File: config.mk
export PLATFORM = sky130hd
export DESIGN_NAME = mem_stage_lsu
export DESIGN_NICKNAME = d
export VERILOG_FILES = /design/src/rtl/lsu_pkg.sv /design/src/rtl/lsu_load_align.sv /design/src/rtl/mem_stage_lsu.sv
export SDC_FILE = /design/constraint.sdc
export NUM_CORES = 1
export LEC_CHECK = 0
export CAP_MARGIN = 15
export CORE_MARGIN = 2
export CORE_UTILIZATION = 36
export DETAILED_ROUTE_END_ITERATION = 16
export GPL_ROUTABILITY_DRIVEN = 0
export PLACE_DENSITY = 0.71
export SKIP_CTS_REPAIR_TIMING = 1
export SLEW_MARGIN = 0
export SYNTH_ARGS = -nofsm -noshare
export SYNTH_HDL_FRONTEND = slang
export SYNTH_HIERARCHICAL = 1
export SYNTH_SLANG_ARGS = --single-unit
export TNS_END_PERCENT = 10
File: constraint.sdc
create_clock -name clk -period 3.5 [get_ports clk]
set_input_delay 0.875 -clock clk [delete_from_list [all_inputs] [get_ports clk]]
set_output_delay 0.875 -clock clk [all_outputs]
set_load 0.03 [all_outputs]
File: src/rtl/lsu_pkg.sv
// rtl/lsu_pkg.sv - shared aluop codes, FSM states and access-size decode for mem_stage_lsu
package lsu_pkg;

  localparam logic [7:0] LD_B  = 8'h20;
  localparam logic [7:0] LD_H  = 8'h21;
  localparam logic [7:0] LD_W  = 8'h23;
  localparam logic [7:0] LD_BU = 8'h24;
  localparam logic [7:0] LD_HU = 8'h25;
  localparam logic [7:0] ST_B  = 8'h28;
  localparam logic [7:0] ST_H  = 8'h29;
  localparam logic [7:0] ST_W  = 8'h2B;

  typedef enum logic [1:0] {SZ_B, SZ_H, SZ_W} mem_size_e;

  typedef enum logic [2:0] {S_IDLE, S_REQ, S_RESP, S_OUT, S_DRAIN} lsu_state_e;

  typedef struct packed {
    logic      is_mem;
    logic      is_load;
    mem_size_e size;
    logic      sign;
  } mem_op_t;

  // Anything not listed is a non-memory op and passes straight through.
  function automatic mem_op_t decode_op(input logic [7:0] op);
    mem_op_t d;
    d = '{1'b0, 1'b0, SZ_W, 1'b0};
    case (op)
      LD_B:    d = '{1'b1, 1'b1, SZ_B, 1'b1};
      LD_H:    d = '{1'b1, 1'b1, SZ_H, 1'b1};
      LD_W:    d = '{1'b1, 1'b1, SZ_W, 1'b0};
      LD_BU:   d = '{1'b1, 1'b1, SZ_B, 1'b0};
      LD_HU:   d = '{1'b1, 1'b1, SZ_H, 1'b0};
      ST_B:    d = '{1'b1, 1'b0, SZ_B, 1'b0};
      ST_H:    d = '{1'b1, 1'b0, SZ_H, 1'b0};
      ST_W:    d = '{1'b1, 1'b0, SZ_W, 1'b0};
      default: d = '{1'b0, 1'b0, SZ_W, 1'b0};
    endcase
    return d;
  endfunction

endpackage

File: src/rtl/lsu_load_align.sv
// rtl/lsu_load_align.sv - selects the addressed byte/half of a load word and extends it
module lsu_load_align
  import lsu_pkg::*;
(
  input  logic [31:0] i_rdata,
  input  logic [1:0]  i_addr_lo,
  input  mem_size_e   i_size,
  input  logic        i_sign,
  output logic [31:0] o_data
);

  logic [7:0]  w_byte;
  logic [15:0] w_half;

  always_comb begin
    w_byte = i_rdata[7:0];
    case (i_addr_lo)
      2'd1:    w_byte = i_rdata[15:8];
      2'd2:    w_byte = i_rdata[23:16];
      2'd3:    w_byte = i_rdata[31:24];
      default: w_byte = i_rdata[7:0];
    endcase
    w_half = i_addr_lo[1] ? i_rdata[31:16] : i_rdata[15:0];
    o_data = i_rdata;
    case (i_size)
      SZ_B:    o_data = {{24{i_sign & w_byte[7]}}, w_byte};
      SZ_H:    o_data = {{16{i_sign & w_half[15]}}, w_half};
      default: o_data = i_rdata;
    endcase
  end

endmodule

File: src/rtl/mem_stage_lsu.sv
// rtl/mem_stage_lsu.sv - memory-access stage: data-bus request FSM feeding a registered WB slot
// Optional MEM_ALIGN_CHECK_EN: misaligned H/W accesses skip the bus and raise wb_excp_o.
module mem_stage_lsu
  import lsu_pkg::*;
#(
  parameter int ADDR_W     = 32,
  parameter int DATA_W     = 32,
  parameter int REG_ADDR_W = 5,
  parameter int ALUOP_W    = 8
) (
  input  logic                  clk,
  input  logic                  rst,
  input  logic                  flush_i,
  input  logic                  ex_valid_i,
  output logic                  ex_ready_o,
  input  logic [ALUOP_W-1:0]    ex_aluop_i,
  input  logic [ADDR_W-1:0]     ex_mem_addr_i,
  input  logic [DATA_W-1:0]     ex_reg2_i,
  input  logic [REG_ADDR_W-1:0] ex_wd_i,
  input  logic                  ex_wreg_i,
  input  logic [DATA_W-1:0]     ex_wdata_i,
  input  logic [ADDR_W-1:0]     ex_pc_i,
  output logic                  data_req_o,
  output logic                  data_we_o,
  output logic [ADDR_W-1:0]     data_addr_o,
  output logic [3:0]            data_be_o,
  output logic [DATA_W-1:0]     data_wdata_o,
  input  logic                  data_gnt_i,
  input  logic                  data_rvalid_i,
  input  logic [DATA_W-1:0]     data_rdata_i,
  output logic                  wb_valid_o,
  input  logic                  wb_ready_i,
  output logic [REG_ADDR_W-1:0] wb_wd_o,
  output logic                  wb_wreg_o,
  output logic [DATA_W-1:0]     wb_wdata_o,
  output logic [ADDR_W-1:0]     wb_pc_o,
  output logic                  wb_excp_o
);

  lsu_state_e            r_state;
  logic                  r_is_load, r_sign, r_wreg, r_excp;
  mem_size_e             r_size;
  logic [ADDR_W-1:0]     r_addr, r_pc;
  logic [DATA_W-1:0]     r_reg2, r_res;
  logic [REG_ADDR_W-1:0] r_wd;

  logic                  r_wb_valid, r_wb_wreg, r_wb_excp;
  logic [REG_ADDR_W-1:0] r_wb_wd;
  logic [DATA_W-1:0]     r_wb_wdata;
  logic [ADDR_W-1:0]     r_wb_pc;

  mem_op_t               w_dec;
  logic                  w_slot_free, w_accept, w_misalign, w_req;
  logic [3:0]            w_be;
  logic [DATA_W-1:0]     w_st_data, w_load_data;
  logic                  w_wb_load, w_wb_wreg, w_wb_excp;
  logic [REG_ADDR_W-1:0] w_wb_wd;
  logic [DATA_W-1:0]     w_wb_wdata;
  logic [ADDR_W-1:0]     w_wb_pc;

  assign w_dec       = decode_op(8'(ex_aluop_i));
  assign w_slot_free = !r_wb_valid || wb_ready_i;
  // Reset also forces ready low so every output reads 0 while rst is asserted.
  assign ex_ready_o  = rst && (r_state == S_IDLE) && w_slot_free;
  assign w_accept    = ex_valid_i && ex_ready_o && !flush_i;

`ifdef MEM_ALIGN_CHECK_EN
  assign w_misalign = w_dec.is_mem &&
                      (((w_dec.size == SZ_H) && ex_mem_addr_i[0]) ||
                       ((w_dec.size == SZ_W) && (ex_mem_addr_i[1:0] != 2'b00)));
`else
  assign w_misalign = 1'b0;
`endif

  always_comb begin
    w_be      = 4'b1111;
    w_st_data = r_reg2;
    case (r_size)
      SZ_B: begin
        w_be      = 4'b0001 << r_addr[1:0];
        w_st_data = {4{r_reg2[7:0]}};
      end
      SZ_H: begin
        w_be      = 4'b0011 << {r_addr[1], 1'b0};
        w_st_data = {2{r_reg2[15:0]}};
      end
      default: ;
    endcase
  end

  assign w_req        = (r_state == S_REQ);
  assign data_req_o   = w_req;
  assign data_we_o    = w_req && !r_is_load;
  assign data_addr_o  = w_req ? {r_addr[ADDR_W-1:2], 2'b00} : '0;
  assign data_be_o    = w_req ? w_be : 4'b0000;
  assign data_wdata_o = w_req ? w_st_data : '0;

  lsu_load_align u_align (
    .i_rdata   (data_rdata_i),
    .i_addr_lo (r_addr[1:0]),
    .i_size    (r_size),
    .i_sign    (r_sign),
    .o_data    (w_load_data)
  );

  // Results bypass OUT and land in the WB slot directly whenever it is free.
  always_comb begin
    w_wb_load  = 1'b0;
    w_wb_wd    = r_wd;
    w_wb_wreg  = r_wreg;
    w_wb_wdata = r_res;
    w_wb_pc    = r_pc;
    w_wb_excp  = r_excp;
    if (!flush_i) begin
      case (r_state)
        S_IDLE: if (w_accept && !w_dec.is_mem) begin
          w_wb_load  = 1'b1;
          w_wb_wd    = ex_wd_i;
          w_wb_wreg  = ex_wreg_i;
          w_wb_wdata = ex_wdata_i;
          w_wb_pc    = ex_pc_i;
          w_wb_excp  = 1'b0;
        end
        S_REQ:  w_wb_load = data_gnt_i && !r_is_load && w_slot_free;
        S_RESP: if (data_rvalid_i && w_slot_free) begin
          w_wb_load  = 1'b1;
          w_wb_wdata = w_load_data;
        end
        S_OUT:  w_wb_load = w_slot_free;
        default: ;
      endcase
    end
  end

  always_ff @(posedge clk or negedge rst) begin
    if (!rst) begin
      r_state   <= S_IDLE;
      r_is_load <= 1'b0;
      r_size    <= SZ_W;
      r_sign    <= 1'b0;
      r_addr    <= '0;
      r_reg2    <= '0;
      r_wd      <= '0;
      r_wreg    <= 1'b0;
      r_pc      <= '0;
      r_res     <= '0;
      r_excp    <= 1'b0;
    end else if (flush_i) begin
      // A load already granted still owes an rvalid; swallow it in DRAIN.
      case (r_state)
        S_REQ:   r_state <= (data_gnt_i && r_is_load) ? S_DRAIN : S_IDLE;
        S_RESP:  r_state <= data_rvalid_i ? S_IDLE : S_DRAIN;
        S_DRAIN: r_state <= data_rvalid_i ? S_IDLE : S_DRAIN;
        default: r_state <= S_IDLE;
      endcase
    end else begin
      case (r_state)
        S_IDLE: if (w_accept && w_dec.is_mem) begin
          r_is_load <= w_dec.is_load;
          r_size    <= w_dec.size;
          r_sign    <= w_dec.sign;
          r_addr    <= ex_mem_addr_i;
          r_reg2    <= ex_reg2_i;
          r_wd      <= ex_wd_i;
          r_pc      <= ex_pc_i;
          r_wreg    <= w_dec.is_load && !w_misalign && ex_wreg_i;
          r_res     <= w_misalign ? DATA_W'(ex_mem_addr_i) : '0;
          r_excp    <= w_misalign;
          r_state   <= w_misalign ? S_OUT : S_REQ;
        end
        S_REQ: if (data_gnt_i) begin
          r_state <= r_is_load ? S_RESP : (w_slot_free ? S_IDLE : S_OUT);
        end
        S_RESP: if (data_rvalid_i) begin
          r_res   <= w_load_data;
          r_state <= w_slot_free ? S_IDLE : S_OUT;
        end
        S_OUT:   if (w_slot_free) r_state <= S_IDLE;
        S_DRAIN: if (data_rvalid_i) r_state <= S_IDLE;
        default: r_state <= S_IDLE;
      endcase
    end
  end

  always_ff @(posedge clk or negedge rst) begin
    if (!rst) begin
      r_wb_valid <= 1'b0;
      r_wb_wd    <= '0;
      r_wb_wreg  <= 1'b0;
      r_wb_wdata <= '0;
      r_wb_pc    <= '0;
      r_wb_excp  <= 1'b0;
    end else if (flush_i) begin
      r_wb_valid <= 1'b0;
    end else if (w_wb_load) begin
      r_wb_valid <= 1'b1;
      r_wb_wd    <= w_wb_wd;
      r_wb_wreg  <= w_wb_wreg;
      r_wb_wdata <= w_wb_wdata;
      r_wb_pc    <= w_wb_pc;
      r_wb_excp  <= w_wb_excp;
    end else if (wb_ready_i) begin
      r_wb_valid <= 1'b0;
    end
  end

  assign wb_valid_o = r_wb_valid;
  assign wb_wd_o    = r_wb_wd;
  assign wb_wreg_o  = r_wb_wreg;
  assign wb_wdata_o = r_wb_wdata;
  assign wb_pc_o    = r_wb_pc;
  // Stays 0 in builds without the alignment check.
  assign wb_excp_o  = r_wb_excp;

endmodule

# Word-level counts from Yosys, hierarchy flattened
# Index checks and enable logic that the tools add are counted.
# word_totals
in_bits,181
register_bits,212
elab_cells,109
# classes
n_eq_ne,23
n_mux,40
shifts,2
n_reduce_logical,26
bitwise,3
# ops
cell,n
32-bit two-way mux,8
32-bit one-hot mux with 2 select lines,4
8-bit by 6-bit equality test with 1-bit output (second input constant),8
5-bit one-hot mux with 8 select lines,1
3-bit two-way mux,9
8-bit one-hot mux with 3 select lines,1
16-bit two-way mux,1
3-bit one-hot mux with 5 select lines,1
1-bit logical AND,12
3-bit inequality test (second input constant),4
5-bit two-way mux,2
1-bit two-way mux,8
4-bit one-hot mux with 2 select lines,1
3-bit by 2-bit equality test with 1-bit output (second input constant),2
3-bit one-hot mux with 2 select lines,1
5-bit AND reduction,1
2-bit by 1-bit equality test with 1-bit output (second input constant),2
2-bit equality test (second input constant),2
1-bit zero test,4
4-bit two-way mux,1
1-bit one-hot mux with 4 select lines,1
4-bit AND reduction,1
1-bit by 2-bit << shifter with 4-bit output (first input constant),1
2-bit by 2-bit << shifter with 4-bit output (first input constant),1
16 further kinds,17

# Depth between registers and ports, before layout
# depth
ltp_word,11
depth_mapped,10
ltp_nobuf,6

# Modules after synthesis
# The synthesis kept the hierarchy.
# modules_own_cells
module,cells_per_inst,area_per_inst_um2,instances
mem_stage_lsu,1121,11168.2,1
lsu_load_align,133,1023.5,1

# Least setup slack after synthesis
# No wires, ideal clock.
# synth_timing
path_type,input to register
from,in ex_aluop_i[4]
to,reg r_addr[10]
path_slack_ps,656
stages,7
n_path_buf,3
required_time_ps,3375
t_arrival_ps,2719
cell_sequence,or4b_1 clkbuf_1 a221o_1 nor2_1 buf_4 buf_4 mux2_2
# synth_between
elab_chain_cells,4
elab_cells_between_ends,11
classes_between,8 x eq/ne; 1 x mux; 2 x reduce/logical
# synth_lines
item,line,text
"start, declared",mem_stage_lsu.sv:16,"input logic [ALUOP_W-1:0] ex_aluop_i,"
8-bit by 6-bit equality test with 1-bit output,lsu_pkg.sv:28,case (op)
5-bit one-hot mux with 8 select lines *,lsu_pkg.sv:28,
1-bit logical AND *,mem_stage_lsu.sv:158,S_IDLE: if (w_accept && w_dec.is_mem) begin
3-bit AND reduction (no source line) *,n/a,
"end signal, assigned",mem_stage_lsu.sv:162,r_addr <= ex_mem_addr_i;
"end, declared",mem_stage_lsu.sv:43,"logic [ADDR_W-1:0] r_addr, r_pc;"
# Mark *: on every way between the ends. The rest lies on a longest branch, timed or not.
# A chain may end at the register's enable or synchronous reset.

# Final worst setup path
# layout_timing
from,reg r_state[2]
to,out data_be_o[3]
# layout_between
elab_chain_cells,2
# layout_lines
item,line,text
"start, declared",mem_stage_lsu.sv:40,lsu_state_e r_state;
"start signal, assigned",mem_stage_lsu.sv:151,S_REQ: r_state <= (data_gnt_i && r_is_load) ? S_DRAIN : S_IDLE;
"start signal, assigned",mem_stage_lsu.sv:152,S_RESP: r_state <= data_rvalid_i ? S_IDLE : S_DRAIN;
"start signal, assigned",mem_stage_lsu.sv:153,S_DRAIN: r_state <= data_rvalid_i ? S_IDLE : S_DRAIN;
3-bit by 1-bit equality test with 1-bit output,mem_stage_lsu.sv:91,assign w_req = (r_state == S_REQ);
4-bit two-way mux,mem_stage_lsu.sv:95,assign data_be_o = w_req ? w_be : 4'b0000;
"end, declared",mem_stage_lsu.sv:26,"output logic [3:0] data_be_o,"
# No other way between the ends.

==> impl_results.md <==
* Critical path class: flip-flop to output pin
* Count of state elements after synthesis at 212
* Area share of the largest cell type after synthesis at between 40% and 50%
* I/O pins at 324
* Initial antenna violation count at 4
* HPWL Detailed at 28000 um
* Syn Inst Count at 1254
* Antenna viol nets, final at 0
* CP startpoint: r_state[2]
* Clock root buffer master: clkbuf_16
* Ys async rst share at 100%
* Worst Setup EP: data_be_o[3]
* H-tree lvl count at 1
* Worst R2R Setup Slack at 680 ps
* TritonCTS Buffers at 26
* Fin area at 0.0166 mm^2
* Pre-antenna DRT Iters at 6
* TritonCTS clock tree: yes
* CTS clk-pin slew, worst paths at 70 ps
* Top FF cell, synth: dfrtp_1
* First-pass GRT wire length at 64700 um
* FILL cells at between 3000 and 4000
* GRT overflow at 0
* Layout cells sized above 1 at 20.3%
* Ranking of synthesized cells by area: dfrtp_1 43%, mux2_2 6.2%, mux2_4 4.7%
* Ys Warns at 6
* Slowest Stage Delay on Critical Path at 520 ps
* Final worst setup slack at 241 ps
* Clock sink total at approximately 210
* Reg2reg start: r_size[1]
* Worst EP required at 2620 ps
* Die width at approximately 190 um
* Worst-margin pin slew at 957 ps
* CTS Buffer Depth at 3
* Final hold violation count at 0
* Clk_lat worst skew at 540 ps
* Fin nets at ~1700
* Worst IR drop on VDD at 0.312 mV
* Port Buffers at 320
* Register-to-Register Path Depth at 7
* Reg2Reg Capture Point: wb_wdata_o[5]
* Commonest non-fill, non-tap cell in the layout: clkdlybuf4s50_1
* Core region area at 0.0334 mm^2
* Dpl ws at 193 ps
* Fin. max-slew vios at 0
* CP max stage cell: dfrtp_1
* Number of synthesized flops with an enable pin at 0
* Drt drc at 0
* Via Count at 11400
* Netlist cell types at 56
* Fin cells at 1984
* DIE AREA at 0.0354 mm^2
* Top delay family on crit path: simple AND/OR/NAND/NOR gates
* # rows at 67
* Critical path depth at 7
* Drt total wl at 41600 um
* Final setup vio count at 0
* Post-Syn Area at around 0.012 mm^2
* RSZ-0062 raised after global routing: false
* Slew headroom at 36.2%
* Power Dens Cells at between 400 and 500 mW/mm^2
* Setup TNS Final at 0 ps
* Initial core utilization at around 36%
* Worst path cell trace: nand2b_1, nand2b_2, inv_1, buf_6, o21ai_0, nor2_1, buf_4
* Area of the multi-input gates at 0.00617 mm^2
* CP Capture Type: output pin
* Status: finished clean
* Largest net degree at the start of global routing at 128
* Commonest cells after routing, fill and taps aside: 250 x clkdlybuf4s50_1, 210 x dfrtp_1, 112 x buf_4, 106 x nand2_1, 78 x o21ai_0
* Area leader, netlist: dfrtp_1
* Syn avg cell area at 9.72 um^2
* Number of global-route vias before repair at 11100
* CP Launch Type: flip-flop
* Via density at 5.74
* Clock Skews at between 20 and 25 ps
* HP Class: primary input to asynchronous set/reset pin
* Area delta synth->final at 36.0%
* Worst Hold Slack at 148 ps
* Leak pwr at a little over 7 nW
* Dpl cell area at ~0.016 mm^2
* Highest clock rate at slightly above 300 MHz
* Number of max-cap violations at 0
* Period utilization at 93.1%
* Critical path buffer and inverter count at 3
* Wirelength per Cell at 20.9 um
* Number of instances in the placed design at 1934
* Seq/Total Area, Yosys at 43.5%
* 1st-iter DRT viols at 1002
* Period minus WS final at 3260 ps
* Critical path data arrival time at around 2400 ps
* Register area at ~0.0053 mm^2
* GRT Overall Usage at 22.7%
* Crit path max fanout at 30
* Die H at 188 um
==> registers in the layout, indices dropped and copies added (netlist names), 2 cells and up <==
signal,cells
r_pc,32
r_wd,5
r_reg2,32
r_res,32
r_addr,32
wb_wdata_o,32
wb_pc_o,32
r_size,2
r_state,3
wb_wd_o,5
==> worst min-delay path by stage <==
stage	start	to	slack, ps	cells past startpoint
3_5_place_dp	r_addr[9]	r_addr[9]	490	1
4_1_cts	rst	r_wd[4]	130	1
6_report	rst	wb_pc_o[12]	150	1
3_3_place_gp	r_addr[5]	r_addr[5]	480	1
2_1_floorplan	r_addr[10]	r_addr[10]	470	1
5_1_grt	rst	wb_pc_o[12]	130	1
==> through the flow <==
step	total power, mW	utilization (%)
2_1_floorplan	3.73	-
5_1_grt	7.48	49.6
6_report	7.20	49.6
4_1_cts	7.26	49.5
3_3_place_gp	4.53	47.0
3_5_place_dp	4.56	47.0
==> synth_stat cells (10+ instances only) <==
| cell type | n |
|---|---|
| a211oi_1 | 11 |
| a21oi_1 | 60 |
| a221oi_1 | 32 |
| a22oi_1 | 31 |
| a2bb2oi_1 | 32 |
| a31oi_1 | 38 |
| and2_1 | 40 |
| and3_1 | 34 |
| buf_2 | 13 |
| buf_4 | 11 |
| clkbuf_1 | 106 |
| dfrtp_1 | 211 |
| inv_1 | 31 |
| mux2_2 | 67 |
| mux2_4 | 38 |
| mux2i_1 | 17 |
| nand2_1 | 106 |
| nand3_1 | 41 |
| nor2_1 | 43 |
| nor2b_1 | 26 |
| nor3_1 | 41 |
| o2111ai_1 | 27 |
| o211ai_2 | 10 |
| o21ai_0 | 78 |
| o22ai_1 | 33 |
==> cell type report <==
| cell class | count | share of cell area (%) |
|---|---|---|
| Clock inverter | 8 | 0.475 |
| Antenna cell | 3 | 0.0453 |
| Clock buffer | 39 | 4.64 |
| Sequential cell | 212 | 32.0 |
| Inverter | 31 | 0.702 |
| Tap cell | 448 | 3.38 |
| Timing Repair Buffer | 374 | 21.5 |
| Multi-Input combinational cell | 869 | 37.2 |
==> kinds of logic after synthesis <==
group / after synthesis / share of synthesized area, %
simple gates: 352 / 14.4
compound gates: 385 / 22.1
buf+inv: 175 / 6.41
other cells: 1 / 0.0308
flops: 212 / 43.5
mux: 129 / 13.6
==> metal layers <==
metal / GRT usage (%) / part of all wire, %
met1: 30.8 / 42
met2: 35.9 / 46
met3: 6.06 / 9.4
met4: 6.06 / 2.4
met5: 0 / 0.031
==> power by group <==
group	internal, mW	leakage (nW)	switching, mW	total (mW)
Combinational	0.775	4.12	0.841	1.62
Clock	1.59	0.419	1.08	2.67
Sequential	2.72	2.55	0.190	2.91
(Power assumes the default switching activity.)
